==> config.mk <==
export PLATFORM = sky130hd
export DESIGN_NAME = mmio_timer_periph
export DESIGN_NICKNAME = d
export VERILOG_FILES = /design/src/rtl/mmio_timer_periph.sv
export SDC_FILE = /design/constraint.sdc
export NUM_CORES = 1
export LEC_CHECK = 0
export ABC_AREA = 1
export BUFFER_PORTS_ARGS = -buffer_cell sky130_fd_sc_hd__clkbuf_2
export CORE_MARGIN = 2
export CORE_UTILIZATION = 50
export DETAILED_ROUTE_END_ITERATION = 10
export GPL_TIMING_DRIVEN = 0
export PLACE_DENSITY = 0.72
export SYNTH_ARGS = -nofsm -noshare
export SYNTH_HDL_FRONTEND = slang
export SYNTH_SLANG_ARGS = --single-unit
==> constraint.sdc <==
create_clock -name clk -period 2.7 [get_ports clk]
set_clock_uncertainty 0.15 [all_clocks]
set_input_delay 0.135 -clock clk [delete_from_list [all_inputs] [get_ports clk]]
set_output_delay 0.135 -clock clk [all_outputs]
set_load 0.02 [all_outputs]
==> src/rtl/mmio_timer_periph.sv <==
// mmio_timer_periph
// Memory-mapped peripheral on the CPU data-memory bus. The MEM stage is the
// initiator. Reads are combinational (same-cycle data) and writes commit on
// the rising clock edge.
//
// Register window (32 bytes at BASE_ADDR, word index = Address[4:2]):
//   0x00 TH      reload value, RW
//   0x04 TL      count, RW
//   0x08 TCON    bit0 EN, bit1 IEN, bit2 STAT (write 1 to clear)
//   0x0C LED     [7:0], RW
//   0x10 DIGI    [DIGI_W-1:0], RW
//   0x14 SYSTICK free-running cycle counter, RO
//   0x18 PRESC   [15:0], RW when TIMER_PRESCALE_EN is defined, else reserved
//   0x1C         reserved, reads 0
//
// Optional feature macro: TIMER_PRESCALE_EN (adds the TL prescaler).
//
// Ports:
//   clk        system clock, rising edge
//   reset      asynchronous active-low reset
//   Address    byte address from the MEM stage
//   Write_data store data
//   MemRead    load strobe
//   MemWrite   store strobe
//   Mem_data   load data, combinational, 0 when not selected
//   hit        Address falls inside the register window
//   irq        timer interrupt request (STAT & IEN), level
//   led        LED register
//   digi       digit/segment register
module mmio_timer_periph #(
  parameter logic [31:0] BASE_ADDR = 32'h4000_0000,
  parameter int          DIGI_W    = 12
) (
  input  logic              clk,
  input  logic              reset,
  input  logic [31:0]       Address,
  input  logic [31:0]       Write_data,
  input  logic              MemRead,
  input  logic              MemWrite,
  output logic [31:0]       Mem_data,
  output logic              hit,
  output logic              irq,
  output logic [7:0]        led,
  output logic [DIGI_W-1:0] digi
);

  localparam logic [2:0] W_TH      = 3'd0;
  localparam logic [2:0] W_TL      = 3'd1;
  localparam logic [2:0] W_TCON    = 3'd2;
  localparam logic [2:0] W_LED     = 3'd3;
  localparam logic [2:0] W_DIGI    = 3'd4;
  localparam logic [2:0] W_SYSTICK = 3'd5;
`ifdef TIMER_PRESCALE_EN
  localparam logic [2:0] W_PRESC   = 3'd6;
`endif

  logic [31:0]       th_reg, th_next;
  logic [31:0]       tl_reg, tl_next;
  logic              en_reg, en_next;
  logic              ien_reg, ien_next;
  logic              stat_reg, stat_next;
  logic [7:0]        led_reg, led_next;
  logic [DIGI_W-1:0] digi_reg, digi_next;
  logic [31:0]       systick_reg;

  logic [2:0] word_sel;
  logic       wr;
  logic       wr_tl;
  logic       wr_tcon;
  logic       tl_step;
  logic       overflow;

  // Byte-lane bits carry no meaning for word-wide registers.
  logic unused_addr_bits;
  assign unused_addr_bits = &{1'b0, Address[1:0]};

  assign hit      = (Address[31:5] == BASE_ADDR[31:5]);
  assign word_sel = Address[4:2];
  assign wr       = hit & MemWrite;
  assign wr_tl    = wr & (word_sel == W_TL);
  assign wr_tcon  = wr & (word_sel == W_TCON);

`ifdef TIMER_PRESCALE_EN
  logic [15:0] presc_reg, presc_next;
  logic [15:0] pcnt_reg, pcnt_next;
  logic        wr_presc;

  assign wr_presc = wr & (word_sel == W_PRESC);
  // TL only advances on the cycle the prescale counter reaches PRESC.
  assign tl_step  = en_reg & (pcnt_reg == presc_reg);

  always_comb begin
    presc_next = presc_reg;
    pcnt_next  = pcnt_reg;
    if (wr_presc) begin
      presc_next = Write_data[15:0];
    end
    // Reprogramming the prescaler or the timer control restarts the divider.
    if (wr_presc || wr_tcon) begin
      pcnt_next = 16'h0;
    end else if (en_reg) begin
      pcnt_next = tl_step ? 16'h0 : pcnt_reg + 16'h1;
    end
  end

  always_ff @(posedge clk or negedge reset) begin
    if (!reset) begin
      presc_reg <= 16'h0;
      pcnt_reg  <= 16'h0;
    end else begin
      presc_reg <= presc_next;
      pcnt_reg  <= pcnt_next;
    end
  end
`else
  assign tl_step = en_reg;
`endif

  assign overflow = tl_step & (tl_reg == 32'hFFFF_FFFF);

  always_comb begin
    th_next   = th_reg;
    tl_next   = tl_reg;
    en_next   = en_reg;
    ien_next  = ien_reg;
    stat_next = stat_reg;
    led_next  = led_reg;
    digi_next = digi_reg;

    // Reload uses the current TH even if TH is being written this cycle.
    if (tl_step) begin
      tl_next = overflow ? th_reg : tl_reg + 32'h1;
    end

    if (wr) begin
      case (word_sel)
        W_TH:    th_next   = Write_data;
        W_TL:    tl_next   = Write_data;
        W_TCON: begin
          en_next  = Write_data[0];
          ien_next = Write_data[1];
          if (Write_data[2]) begin
            stat_next = 1'b0;
          end
        end
        W_LED:   led_next  = Write_data[7:0];
        W_DIGI:  digi_next = Write_data[DIGI_W-1:0];
        default: ;
      endcase
    end

    // Overflow set beats a simultaneous clear; a software TL write
    // pre-empts the overflow entirely.
    if (overflow && ien_reg && !wr_tl) begin
      stat_next = 1'b1;
    end
  end

  always_ff @(posedge clk or negedge reset) begin
    if (!reset) begin
      th_reg      <= 32'h0;
      tl_reg      <= 32'h0;
      en_reg      <= 1'b0;
      ien_reg     <= 1'b0;
      stat_reg    <= 1'b0;
      led_reg     <= 8'h0;
      digi_reg    <= '0;
      systick_reg <= 32'h0;
    end else begin
      th_reg      <= th_next;
      tl_reg      <= tl_next;
      en_reg      <= en_next;
      ien_reg     <= ien_next;
      stat_reg    <= stat_next;
      led_reg     <= led_next;
      digi_reg    <= digi_next;
      systick_reg <= systick_reg + 32'h1;
    end
  end

  always_comb begin
    Mem_data = 32'h0;
    if (hit && MemRead) begin
      case (word_sel)
        W_TH:      Mem_data = th_reg;
        W_TL:      Mem_data = tl_reg;
        W_TCON:    Mem_data = {29'h0, stat_reg, ien_reg, en_reg};
        W_LED:     Mem_data = {24'h0, led_reg};
        W_DIGI:    Mem_data = {{(32-DIGI_W){1'b0}}, digi_reg};
        W_SYSTICK: Mem_data = systick_reg;
`ifdef TIMER_PRESCALE_EN
        W_PRESC:   Mem_data = {16'h0, presc_reg};
`endif
        default:   Mem_data = 32'h0;
      endcase
    end
  end

  assign irq  = stat_reg & ien_reg;
  assign led  = led_reg;
  assign digi = digi_reg;

endmodule

==> qor.yml <==
status: "finished clean"
fin_nets: 1374
synth_top_cell_by_area: "dfrtp_1"
io_buffers: 119
max_cap_violations: 0
yosysWarnings: 0
path_class: "primary input to output pin"
clk_pin_slew_ns: 0.06
syn_area_um2: 7710
wl_met2_mm: 12.3
vias: 8281
numCtsBuffers: 17
dpl.hpwl_mm: 20.0
nFillCells: 1401
grt_pass1_vias: 7933
setup_ws_ns: 0.233
wl_met3_mm: 2.49
hold_ws_ns: 0.00417
end_kind: "output pin"
firstDrtPassIters: 6
grt_first_pass_wirelength_mm: 42.3
required_ns: 2.41
dp_slack_ns: 0.271
async_flop_share: 1.00
top_level_ports: 122
crit_arrival_ns: 2.18
tritoncts: "yes"
drt_iter0_drc: 811
synth_common_cells: "nand2_1, inv_1, nor2_1"
core_area_um2: 15100
root_buffer: "clkbuf_16"
place_congestion: 0.961
rrSetupSlack_ns: 0.25
gr-usage-all-layers: 0.340
synth_area_leaders: "dfrtp_1, nand2_1, inv_1"
finalMaxSlewViolations: 0
synth_nets: 1202
fmax_mhz: 405
cp-start-kind: "primary input"
setup_viol: 0
highest-signal-layer: "met4"
synth_top_area_frac: 0.386
synth_edf_count: 0
synth_area_per_cell_um2: 6.81
path_max_fanout: 10
dieArea_um2: 16400
drcViolationCount: 0
drt-met1-wl_mm: 11.5
htree_levels: 4
rr_startpoint: "tl_reg[1]"
die_x_um: 128
gr-total-overflow: 0
finalCritPeriodShare: 0.914
cellPowerDensity_nw_per_um2: 462
vias_per_cell: 5.50
drt_wl_total_mm: 27.1
cts_setup_buffers: 0
reg2reg_depth: 11
stdcell_area_um2: 9530
rsz0062_at_grt: "no"
ir_worst_vdd_v: 0.000445
post-route-min-period_ns: 2.47
die_h_um: 128
min_path_type: "primary input to asynchronous set/reset pin"
yosysUniqueCellTypes: 39
rows: 45
synth-seq-area-share: 0.386
drive_above_1_share: 0.150
area_delta_synth_final_pct: 23.6
n_antenna_cell: 0
max_slew_margin: 0.326
synth_most_common_cell: "nand2_1"
ys_ff_latch: 119
ys.flop_type: "dfrtp_1"
clkLatencyLatePin_ns: 0.43
start_util: 0.509
grt_max_degree: 95
final_antenna_net_count: 0
crit_path_end: "Mem_data[4]"
antenna_found_initial: 0
r2r_end: "tl_reg[7]"
crit_start: "Address[3]"
wl_per_cell_um: 18.0
power.leakage_nw: 4.53
clockBufferDepth: 2
worst_pin_slew_ns: 1.01
clock_sinks: 119
finalHoldViolCount: 0
placed_area_um2: 8570
postSynthCellCount: 1132
==> cell usage in the layout (no fill, tap or decap), drive strengths merged <==
| cell | n |
|---|---|
| clkbuf | 163 |
| bufinv | 4 |
| nor2 | 144 |
| clkinvlp | 2 |
| nand3b | 9 |
| o211ai | 2 |
| a21oi | 57 |
| nand4 | 30 |
| dlygate4sd3 | 33 |
| xor2 | 35 |
| o22ai | 20 |
| inv | 147 |
| clkinv | 9 |
| a221oi | 5 |
| nand3 | 78 |
| a31oi | 5 |
| dfrtp | 119 |
| xnor2 | 6 |
| nor3 | 18 |
| nor3b | 1 |
| nand2 | 353 |
| ha | 2 |
| a22oi | 6 |
| o21ai | 46 |
| buf | 18 |
| a41oi | 2 |
| nor4 | 2 |
| o21bai | 1 |
==> area by class of cell <==
class,count,area [um^2],share of cell area
tap,188,235,0.0247
sequential,119,2980,0.313
inverter,150,563,0.0591
timing repair buffer,153,962,0.101
multi-input combinational,822,3960,0.416
clock buffer,20,447,0.0469
buffer,41,205,0.0215
clock inverter,12,176,0.0185
==> repair_timing <==
action | 4_1_cts | 5_1_grt
hold buffers | 33 | 0
hold endpoints to repair | 206 | 0
resized for setup | 0 | 0
==> worst min path at each step <==
stage          slack, ns  cells after the start             end
6_report           0.004                      2  systick_reg[3]
3_3_place_gp        0.23                      3      th_reg[17]
4_1_cts            0.002                      2  systick_reg[5]
2_1_floorplan      -0.31                      0         digi[0]
5_1_grt             0.01                      2  systick_reg[3]
3_5_place_dp       -0.12                      1  systick_reg[3]
==> metal layers <==
layer  GRT usage  up-vias
met5           0        -
met2       0.527      416
met4       0.131        0
met3      0.0822       48
li1            -     3954
met1       0.462     3863
==> through the flow <==
| stage | setup TNS (ns) | utilization | power (mW) | instances |
|---|---|---|---|---|
| after global placement | -60.77 | 0.564 | 1.97 | 1439 |
| after detailed placement | 0 | 0.566 | 1.98 | 1440 |
| after global routing | 0 | 0.629 | 4.52 | 1505 |
| final | 0 | 0.629 | 4.40 | 1505 |
| after floorplan | 0 | - | 1.86 | 1132 |
| after CTS | 0 | 0.629 | 4.42 | 1505 |
==> cell families (layout without fill, tap and decap cells) <==
group                    Yosys count  count (layout)  share of synthesized area
buffers and inverters            191             376                     0.0997
AND/OR/NAND/NOR                  635             635                      0.356
AO/OA/AOI/OAI                    144             144                      0.108
XOR/XNOR                          41              41                     0.0466
flip-flops                       119             119                      0.386
adder cells (fa/ha/maj)            2               2                    0.00325
==> worst max-delay path, stage by stage <==
cell	delay, ns
clkbuf_2	0.13
inv_1	0.10
nand3_1	0.28
clkinv_1	0.31
clkbuf_1	0.55
nand2_1	0.25
a31oi_1	0.22
clkbuf_2	0.19
==> report_power, final <==
part / leakage [nW] / total, mW / switching [mW] / internal (mW)
Combinational: 2.61 / 0.201 / 0.119 / 0.0822
Clock: 0.300 / 2.42 / 0.851 / 1.57
Sequential: 1.62 / 1.78 / 0.0000885 / 1.78
No activity file was read; power rests on OpenSTA's default activity.
